--- src/rtl/convergecast_tree_if.sv ---
// Report-gathering bus between the reporting array and the convergecast tree.
// The array side (master) drives the per-node reports; the tree (slave)
// returns the root result.
interface convergecast_tree_if #(
   parameter int VALUE_WIDTH = 16,
   parameter int NODES       = 11
);
   localparam int INDEX_WIDTH = (NODES > 1) ? $clog2(NODES) : 1;

   logic                   in_valid;
   logic                   clear;
   logic [NODES-1:0]       present;
   logic [VALUE_WIDTH-1:0] values [NODES];

   logic                   out_valid;
   logic                   out_present;
   logic [VALUE_WIDTH-1:0] out_value;
   logic [INDEX_WIDTH-1:0] out_index;

   modport master (
      output in_valid, clear, present, values,
      input  out_valid, out_present, out_value, out_index
   );

   modport slave (
      input  in_valid, clear, present, values,
      output out_valid, out_present, out_value, out_index
   );
endinterface

--- src/rtl/convergecast_tree.sv ---
// Pipelined MAX_FANOUT-ary min-reduction tree. Every node offers a report
// (present flag + value); the root returns the present report with the
// smallest value, lower node index winning ties. One register stage per
// level; the valid bit travels alongside the data.
module convergecast_tree #(
   parameter int VALUE_WIDTH = 16,
   parameter int MAX_FANOUT  = 5,
   parameter int NODES       = 11
) (
   input  logic                clk,
   input  logic                rst_n,
   convergecast_tree_if.slave  bus
);
   localparam int INDEX_WIDTH = (NODES > 1) ? $clog2(NODES) : 1;

   // Smallest L >= 1 with MAX_FANOUT**L >= NODES.
   function automatic int calc_levels();
      int     l;
      longint p;
      l = 1;
      p = longint'(MAX_FANOUT);
      while (p < longint'(NODES)) begin
         p = p * longint'(MAX_FANOUT);
         l = l + 1;
      end
      return l;
   endfunction

   // Entry count held by stage k; level_cnt(-1) is the raw node count.
   function automatic int level_cnt(int k);
      int c;
      c = NODES;
      for (int i = 0; i <= k; i++) begin
         c = (c + MAX_FANOUT - 1) / MAX_FANOUT;
      end
      return c;
   endfunction

   localparam int LEVELS = calc_levels();

   for (genvar k = 0; k < LEVELS; k++) begin : g_lvl
      localparam int NIN  = level_cnt(k - 1);
      localparam int NOUT = level_cnt(k);

      logic                   in_vld;
      logic [NIN-1:0]         in_pres;
      logic [VALUE_WIDTH-1:0] in_val [NIN];
      logic [INDEX_WIDTH-1:0] in_idx [NIN];

      logic                   vld_q, vld_d;
      logic [NOUT-1:0]        pres_q, pres_d;
      logic [VALUE_WIDTH-1:0] val_q [NOUT];
      logic [VALUE_WIDTH-1:0] val_d [NOUT];
      logic [INDEX_WIDTH-1:0] idx_q [NOUT];
      logic [INDEX_WIDTH-1:0] idx_d [NOUT];

      if (k == 0) begin : g_src
         // Stage 0 reads the raw reports; each carries its own node index.
         always_comb begin
            in_vld  = bus.in_valid;
            in_pres = bus.present;
            for (int i = 0; i < NIN; i++) begin
               in_val[i] = bus.values[i];
               in_idx[i] = INDEX_WIDTH'(i);
            end
         end
      end else begin : g_chain
         // Later stages read the previous stage registers.
         always_comb begin
            in_vld  = g_lvl[k-1].vld_q;
            in_pres = g_lvl[k-1].pres_q;
            for (int i = 0; i < NIN; i++) begin
               in_val[i] = g_lvl[k-1].val_q[i];
               in_idx[i] = g_lvl[k-1].idx_q[i];
            end
         end
      end

      // Merge each group of up to MAX_FANOUT children; missing or absent
      // children never win, and bubbles collapse to an all-zero entry.
      always_comb begin
         vld_d  = in_vld;
         pres_d = '0;
         for (int g = 0; g < NOUT; g++) begin
            val_d[g] = '0;
            idx_d[g] = '0;
            for (int c = 0; c < MAX_FANOUT; c++) begin
               if (g * MAX_FANOUT + c < NIN) begin
                  if (in_pres[g*MAX_FANOUT+c] &&
                      (!pres_d[g] ||
                       (in_val[g*MAX_FANOUT+c] < val_d[g]) ||
                       ((in_val[g*MAX_FANOUT+c] == val_d[g]) &&
                        (in_idx[g*MAX_FANOUT+c] < idx_d[g])))) begin
                     pres_d[g] = 1'b1;
                     val_d[g]  = in_val[g*MAX_FANOUT+c];
                     idx_d[g]  = in_idx[g*MAX_FANOUT+c];
                  end
               end
            end
            if (!in_vld) begin
               pres_d[g] = 1'b0;
               val_d[g]  = '0;
               idx_d[g]  = '0;
            end
         end
      end

      // Stage register; clear flushes the stage including this cycle's input.
      always_ff @(posedge clk or negedge rst_n) begin
         if (!rst_n) begin
            vld_q  <= 1'b0;
            pres_q <= '0;
            for (int g = 0; g < NOUT; g++) begin
               val_q[g] <= '0;
               idx_q[g] <= '0;
            end
         end else if (bus.clear) begin
            vld_q  <= 1'b0;
            pres_q <= '0;
            for (int g = 0; g < NOUT; g++) begin
               val_q[g] <= '0;
               idx_q[g] <= '0;
            end
         end else begin
            vld_q  <= vld_d;
            pres_q <= pres_d;
            for (int g = 0; g < NOUT; g++) begin
               val_q[g] <= val_d[g];
               idx_q[g] <= idx_d[g];
            end
         end
      end
   end

   assign bus.out_valid   = g_lvl[LEVELS-1].vld_q;
   assign bus.out_present = g_lvl[LEVELS-1].pres_q[0];
   assign bus.out_value   = g_lvl[LEVELS-1].val_q[0];
   assign bus.out_index   = g_lvl[LEVELS-1].idx_q[0];

endmodule

--- src/flat_wrapper.sv ---
// flat-port wrapper written by rule: the top's interface ports become plain ports
module convergecast_tree_flat 
#(
   parameter int VALUE_WIDTH = 16,
   parameter int MAX_FANOUT  = 5,
   parameter int NODES       = 11
)
  (clk, rst_n, bus_in_valid, bus_clear, bus_present, bus_values, bus_out_valid, bus_out_present, bus_out_value, bus_out_index);
  convergecast_tree_if #(.VALUE_WIDTH(VALUE_WIDTH), .NODES(NODES)) bus_i ();
  input  logic clk;
  input  logic rst_n;
  input wire logic [$bits(bus_i.in_valid)-1:0] bus_in_valid;
  input wire logic [$bits(bus_i.clear)-1:0] bus_clear;
  input wire logic [$bits(bus_i.present)-1:0] bus_present;
  input wire logic [$bits(bus_i.values)-1:0] bus_values;
  output wire logic [$bits(bus_i.out_valid)-1:0] bus_out_valid;
  output wire logic [$bits(bus_i.out_present)-1:0] bus_out_present;
  output wire logic [$bits(bus_i.out_value)-1:0] bus_out_value;
  output wire logic [$bits(bus_i.out_index)-1:0] bus_out_index;
  assign bus_i.in_valid = bus_in_valid;
  assign bus_i.clear = bus_clear;
  assign bus_i.present = bus_present;
  assign bus_i.values = {>>{bus_values}};
  assign bus_out_valid = bus_i.out_valid;
  assign bus_out_present = bus_i.out_present;
  assign bus_out_value = bus_i.out_value;
  assign bus_out_index = bus_i.out_index;
  convergecast_tree #(.VALUE_WIDTH(VALUE_WIDTH), .MAX_FANOUT(MAX_FANOUT), .NODES(NODES)) u_core (.clk(clk), .rst_n(rst_n), .bus(bus_i));
endmodule
--- config.mk ---
export PLATFORM = sky130hd
export DESIGN_NAME = convergecast_tree_flat
export DESIGN_NICKNAME = d
export VERILOG_FILES = /design/src/rtl/convergecast_tree_if.sv /design/src/rtl/convergecast_tree.sv /design/src/flat_wrapper.sv
export SDC_FILE = /design/constraint.sdc
export NUM_CORES = 1
export LEC_CHECK = 0
export ABC_AREA = 0
export ABC_CLOCK_PERIOD_IN_PS = 16300
export BUFFER_PORTS_ARGS = -buffer_cell sky130_fd_sc_hd__buf_4
export CELL_PAD_IN_SITES_DETAIL_PLACEMENT = 0
export CELL_PAD_IN_SITES_GLOBAL_PLACEMENT = 1
export CORE_UTILIZATION = 44
export DETAILED_ROUTE_END_ITERATION = 12
export PLACE_DENSITY = 0.91
export RECOVER_POWER = 100
export SLEW_MARGIN = 20
export SYNTH_ARGS = -nofsm -noshare
export SYNTH_HDL_FRONTEND = slang
export SYNTH_SLANG_ARGS = --single-unit
--- constraint.sdc ---
create_clock -name clk -period 16.3 [get_ports clk]
set_clock_uncertainty 0.15 [all_clocks]
set_input_delay 0.815 -clock clk [delete_from_list [all_inputs] [get_ports clk]]
set_output_delay 0.815 -clock clk [all_outputs]
set_load 0.02 [all_outputs]
==> results.json, run 1 <==
{
  "status": "finished with violations",
  "violations": "capacitance limit, slew limit",
  "dr.first_iter.drc_count": 332,
  "die_y_um": 143,
  "h-tree-depth": 3,
  "min-delay-start": "u_core.g_lvl[0].val_q[0]",
  "placed_area_mm2": 0.0105,
  "clock_sinks": 81,
  "clk-insertion-delay-late_ns": 0.34,
  "hold_viol_final": 0,
  "dp_hpwl_mm": 20.1,
  "maxSlewHeadroom_pct": -175,
  "r2r_setup_slack_ns": 8.04,
  "num_vias": 7990,
  "crit_top_cell": "o21a_1",
  "netlist.area_leader.share_pct": 23.2,
  "p_leak_nw": 5.51,
  "postSynth.asyncResetShare_pct": 100,
  "clockBufferDepth": 2,
  "fin_crit_ns": 12.39,
  "synth-edff-count": 0,
  "arrival_ns": 12.49,
  "fin_util_pct": 54.5,
  "synthCells": 998,
  "slew_violations": 180,
  "ioPinCount": 213,
  "worst-setup-path-type": "primary input to register",
  "grt_first_pass_wirelength_mm": 38.4,
  "wl_met3_mm": 1.46,
  "synth_nets": 1346,
  "synthTopCellsByArea": "dfrtp_1, ha_1, mux2i_1, inv_1, mux2_2",
  "cts_resized": 0,
  "grt_max_degree": 82,
  "fill_cells": 1895,
  "core_mm2": 0.0195,
  "setup_tns_ns": 0,
  "top_layer": "met4",
  "syn-cell-area_mm2": 0.00874,
  "rows": 51,
  "yosysTopAreaCell": "dfrtp_1",
  "vias_per_cell": 5.49,
  "netlist-cell-type-count": 68,
  "cts_root_buffer": "clkbuf_16",
  "fmax_mhz": 80.7,
  "slowest_stage": "o41ai_1",
  "clk_pin_slew_ns": 0.06,
  "rsz0062_at_grt": "no",
  "area_delta_synth_final_pct": 21.4,
  "die_area_mm2": 0.0204,
  "drive_gt1_share_pct": 20.4,
  "dr_wl_met2_mm": 11.7,
  "grt_pass1_vias": 7784,
  "synth_seq_cells": 81,
  "fin_crit_sh_pct": 76.0,
  "port_buffers": 212,
  "grt_overflow": 0,
  "antenna_found_initial": 0,
  "antenna_cells": 0,
  "critPathBufInv": 4,
  "critPathMaxFanout": 23,
  "place.gp.congestion": 0.865,
  "first_pass_iters": 5,
  "cts_setup_buffers": 0,
  "ant_nets": 0,
  "r2r_cells": 18,
  "r2r-start": "u_core.g_lvl[0].pres_q[0]",
  "holdPathStages": 2,
  "cts_buffers": 9,
  "worst_slew_pin_slew_ns": 4.13,
  "critical_path_required_ns": 16.40,
  "ctsHoldBuffers": 0,
  "critPathMaxStageDelay_ns": 1.73,
  "min_path_type": "register to register",
  "end_kind": "register",
  "nets": 1534,
  "wirelength_mm": 23.9,
  "pwr_density_cell_mw_per_mm2": 70.1,
  "setup_viol": 0,
  "initial_core_util_pct": 44.9,
  "whs_ns": 0.405,
  "drc": 0,
  "maxCapViolations": 6,
  "grt_use_total_pct": 24.0,
  "wl_met1_mm": 10.4,
  "p_total_mw": 0.744,
  "avgRoutedWirePerCell_um": 16.4,
  "ir_drop_uv": 47.6,
  "final_area_mm2": 0.0106,
  "synth_top_flop_cell": "dfrtp_1",
  "r2r_end": "u_core.bus.out_value[13]",
  "die_x_um": 143,
  "syn_area_per_cell_um2": 8.76,
  "ys_seq_area_share_pct": 23.2,
  "ys.warnings.count": 0,
  "hold-path-endpoint": "u_core.bus.out_value[0]",
  "tritoncts": "done",
  "cp-start-kind": "primary input",
  "path_delay_family": "compound AO/OA/AOI/OAI gates"
}
flip-flops by register name, indices dropped and copies added (netlist names):
signal                  count
u_core.g_lvl.val_q         48
u_core.bus.out_value       16
u_core.g_lvl.idx_q          8
u_core.bus.out_index        4
u_core.g_lvl.pres_q         2
u_core.bus.out_present      1
u_core.bus.out_valid        1
u_core.g_lvl.vld_q          1
cell type report:
cell class | instances | area, µm² | area share, %
clock buffers | 9 | 225 | 2.12
repair buffers | 218 | 1550 | 14.6
clock inverters | 7 | 95.1 | 0.896
inverters | 113 | 424 | 4.00
multi-input cells | 763 | 5960 | 56.2
well taps | 265 | 332 | 3.12
flip-flops and latches | 81 | 2030 | 19.1
synth_stat cells (3+ instances only):
cell type,count
a2111oi_0,3
a211o_1,3
a211oi_1,36
a211oi_2,18
a21o_1,17
a21oi_1,59
a31oi_1,18
and2_1,5
and3_1,21
buf_1,3
buf_2,6
buf_4,5
buf_6,5
clkbuf_1,22
dfrtp_1,81
ha_1,157
inv_1,113
mux2_2,30
mux2i_1,61
nand2_1,80
nand2b_1,8
nand3_1,16
nand4_1,20
nor2_1,35
nor2b_1,24
nor3_1,14
nor4_1,4
o211a_1,5
o211ai_1,12
o21a_1,15
o21ai_0,48
o21ai_1,5
o22ai_1,3
or3_1,4
where the power goes:
| part | internal, mW | total, mW | switching (mW) |
|---|---|---|---|
| Combinational | 0.140 | 0.311 | 0.171 |
| Clock | 0.123 | 0.210 | 0.0869 |
| Sequential | 0.213 | 0.222 | 0.00974 |
| Total | 0.476 | 0.744 | 0.268 |
per-stage QoR:
stage | std cells | setup slack [ns]
6_report | 1456 | 3.91
3_5_place_dp | 1438 | 6.04
5_1_grt | 1456 | 2.86
4_1_cts | 1454 | 6.38
3_3_place_gp | 1438 | 6.27
2_1_floorplan | 998 | 7.34
metal layers:
layer / global-route usage (%) / vias up
met2: 43.4 / 203
met3: 5.26 / 32
met1: 28.3 / 3726
met5: 0 / -
li1: - / 4029
met4: 6.28 / 0
worst max-delay path by stage:
stage	cells past startpoint	slack (ns)	start	end
CTS	34	6.38	bus_present[0]	u_core.g_lvl[0].val_q[39]
global route	36	2.86	bus_present[5]	u_core.g_lvl[0].idx_q[5]
detailed placement	34	6.04	bus_present[0]	u_core.g_lvl[0].val_q[39]
global placement	34	6.27	bus_present[0]	u_core.g_lvl[0].val_q[32]
finish	36	3.91	bus_present[5]	u_core.g_lvl[0].idx_q[5]
floorplan	42	7.34	bus_present[0]	u_core.g_lvl[0].val_q[43]
worst reg2reg max path, delay by kind of cell, from the launching register on:
kind	cells	cell delay [ns]
AOI/OAI and AO/OA	7	2.33
DFF	1	1.12
adders and majority gates	2	0.79
buffers and inverters	1	1.11
and+or+nand+nor	8	2.68
placed cells by master (no fill, tap or decap), types with 5 or more instances in the layout:
| master | count |
|---|---|
| buf_4 | 187 |
| ha_1 | 157 |
| inv_1 | 113 |
| dfrtp_1 | 81 |
| nand2_1 | 80 |
| mux2i_1 | 61 |
| a21oi_1 | 60 |
| o21ai_0 | 50 |
| a211oi_1 | 48 |
| nor2_1 | 36 |
| clkbuf_1 | 28 |
| mux2_2 | 26 |
| nor2b_1 | 24 |
| and3_1 | 21 |
| nand4_1 | 20 |
| a31oi_1 | 18 |
| a21o_1 | 17 |
| nand3_1 | 16 |
| nor3_1 | 15 |
| o21a_1 | 15 |
| o211ai_1 | 12 |
| clkbuf_16 | 9 |
| nand2b_1 | 8 |
| a211oi_2 | 6 |
| o211a_1 | 5 |
logic make-up after synthesis:
group / Yosys count / synth area share [%]
adder cells (fa/ha/maj): 157 / 22.5
AO/OA/AOI/OAI: 272 / 22.1
multiplexers: 91 / 10.8
flip-flops: 81 / 23.2
AND/OR/NAND/NOR: 243 / 14.1
buffers and inverters: 154 / 7.34
Note: power is estimated with default switching activity, not from simulation.
==> run 2: changes to the inputs <==
--- a/config.mk
+++ b/config.mk
@@ -6,13 +6,13 @@
 export NUM_CORES = 1
 export LEC_CHECK = 0
 export ABC_AREA = 0
-export ABC_CLOCK_PERIOD_IN_PS = 16300
+export ABC_CLOCK_PERIOD_IN_PS = 10600
 export BUFFER_PORTS_ARGS = -buffer_cell sky130_fd_sc_hd__buf_4
 export CELL_PAD_IN_SITES_DETAIL_PLACEMENT = 0
 export CELL_PAD_IN_SITES_GLOBAL_PLACEMENT = 1
-export CORE_UTILIZATION = 44
+export CORE_UTILIZATION = 37
 export DETAILED_ROUTE_END_ITERATION = 12
-export PLACE_DENSITY = 0.91
+export PLACE_DENSITY = 0.82
 export RECOVER_POWER = 100
 export SLEW_MARGIN = 20
 export SYNTH_ARGS = -nofsm -noshare
==> constraint.sdc (replaced) <==
create_clock -name clk -period 10.6 [get_ports clk]
set_clock_uncertainty 0.15 [all_clocks]
set_input_delay 0.53 -clock clk [delete_from_list [all_inputs] [get_ports clk]]
set_output_delay 0.53 -clock clk [all_outputs]
set_load 0.02 [all_outputs]
==> run 2 against run 1 <==
Effect of this change: the flow still finishes with violations (capacitance limit, slew limit); final cell count increased by 3.6%; design area increased by 1.0%; routed wire length increased by 0.89%; hold slack got worse by 0.13 ns; total power increased by 52%; critical endpoint is now u_core.g_lvl[0].val_q[18].
==> results.json, run 2 (synthesis results as in run 1) <==
{
  "violations": "capacitance limit, slew limit",
  "first_pass_iters": 5,
  "r2r_setup_slack_ns": 2.98,
  "initial_core_util_pct": 38.2,
  "r2r_end": "u_core.bus.out_value[13]",
  "status": "finished with violations",
  "slowest_stage": "a21oi_1",
  "top_register": "u_core.g_lvl.val_q",
  "cp-start-kind": "primary input",
  "grt_first_pass_wirelength_mm": 38.3,
  "rows": 55,
  "die_area_mm2": 0.0243,
  "area_delta_synth_final_pct": 22.6,
  "slew_violations": 82,
  "hold_viol_final": 0,
  "critPathMaxStageDelay_ns": 1.13,
  "port_buffers": 212,
  "hold-path-endpoint": "u_core.g_lvl[0].val_q[13]",
  "regArea_mm2": 0.00203,
  "cts_buffers": 9,
  "pwr_density_cell_mw_per_mm2": 105,
  "holdPathStages": 2,
  "clockBufferDepth": 2,
  "setup_viol": 0,
  "die_x_um": 156,
  "p_leak_nw": 5.54,
  "worst_slew_pin_slew_ns": 4.17,
  "arrival_ns": 9.64,
  "rsz0062_at_grt": "no",
  "layout_commonest_cell": "buf_4",
  "wirelength_mm": 24.1,
  "min-delay-start": "bus_values[13]",
  "whs_ns": 0.278,
  "drc": 0,
  "grt_use_total_pct": 19.9,
  "antenna_found_initial": 0,
  "multi_input_area_mm2": 0.00601,
  "tritoncts": "done",
  "critical_path_required_ns": 10.66,
  "core_mm2": 0.0229,
  "worst-setup-path-type": "primary input to register",
  "h-tree-depth": 3,
  "r2r_cells": 19,
  "vias_per_cell": 5.17,
  "dp_hpwl_mm": 20.5,
  "r2r-start": "u_core.g_lvl[0].pres_q[0]",
  "end_kind": "register",
  "clk-insertion-delay-late_ns": 0.34,
  "maxCapViolations": 1,
  "maxSlewHeadroom_pct": -178,
  "ctsHoldBuffers": 0,
  "setup_tns_ns": 0,
  "nets": 1539,
  "die_y_um": 156,
  "grt_pass1_vias": 7822,
  "most-common-layout-cells": "buf_4, ha_1, inv_1",
  "fill_cells": 2246,
  "place.gp.congestion": 0.843,
  "fin_crit_sh_pct": 90.4,
  "path_delay_family": "compound AO/OA/AOI/OAI gates",
  "clk_pin_slew_ns": 0.07,
  "critPathBufInv": 3,
  "fin_util_pct": 46.8,
  "dr.first_iter.drc_count": 336,
  "ir_drop_uv": 73.5,
  "grt_max_degree": 82,
  "cts_root_buffer": "clkbuf_16",
  "cts_resized": 0,
  "fmax_mhz": 104,
  "fin_crit_ns": 9.58,
  "num_vias": 7806,
  "cts_setup_buffers": 0,
  "critPathMaxFanout": 24,
  "antenna_cells": 0,
  "min_path_type": "primary input to register",
  "grt_overflow": 0,
  "drive_gt1_share_pct": 21.2,
  "ioPinCount": 213,
  "ant_nets": 0,
  "largest_register_ffs": 48,
  "clock_sinks": 81,
  "avgRoutedWirePerCell_um": 16.0
}
## run 2: changes by cell type in the layout (fill, tap and decap cells not counted), moves of 2 or more
cell | previous run | this run
buf_4 | 187 | 195
buf_8 | 2 | 0
o41ai_1 | 2 | 0
o41ai_4 | 0 | 2
## run 2: final cells by class
cell class                 instances  share of cell area, %
multi-input combinational        763                   56.0
sequential                        81                   18.9
timing repair buffer             223                   14.7
inverter                         113                   3.96
tap                              313                   3.65
clock buffer                      10                   2.23
clock inverter                     6                  0.537
## run 2: worst max-delay path by stage
stage	start	end	slack, ns	cells after the start
global route	bus_present[5]	u_core.g_lvl[0].val_q[17]	0.26	34
CTS	bus_present[0]	u_core.g_lvl[0].val_q[39]	1.30	36
global placement	bus_present[0]	u_core.g_lvl[0].val_q[32]	1.20	34
finish	bus_present[5]	u_core.g_lvl[0].val_q[18]	1.02	33
floorplan	bus_present[0]	u_core.g_lvl[0].val_q[43]	1.93	42
detailed placement	bus_present[0]	u_core.g_lvl[0].val_q[34]	0.92	36
## run 2: per-layer routing
layer	vias up	routed length, µm	track usage (%)
met5	-	0	0
met4	0	176	2.52
met3	15	1490	4.92
met2	162	11800	36.1
met1	3587	10600	24.1
li1	4042	-	-
## run 2: report_power, final
part / switching [mW] / internal, mW
sequential: 0.0149 / 0.327
combinational: 0.263 / 0.218
clock: 0.134 / 0.171
total: 0.412 / 0.717
## run 2: per-stage QoR
step                      total power, mW  area (µm²)  cells  worst slack (ns)
after floorplan                     0.678        8740    998              1.93
after global placement              0.830       10600   1493              1.20
after detailed placement            0.837       10600   1493             0.925
after CTS                            1.15       10900   1509              1.30
after global routing                 1.21       10700   1509             0.257
final                                1.13       10700   1509              1.02
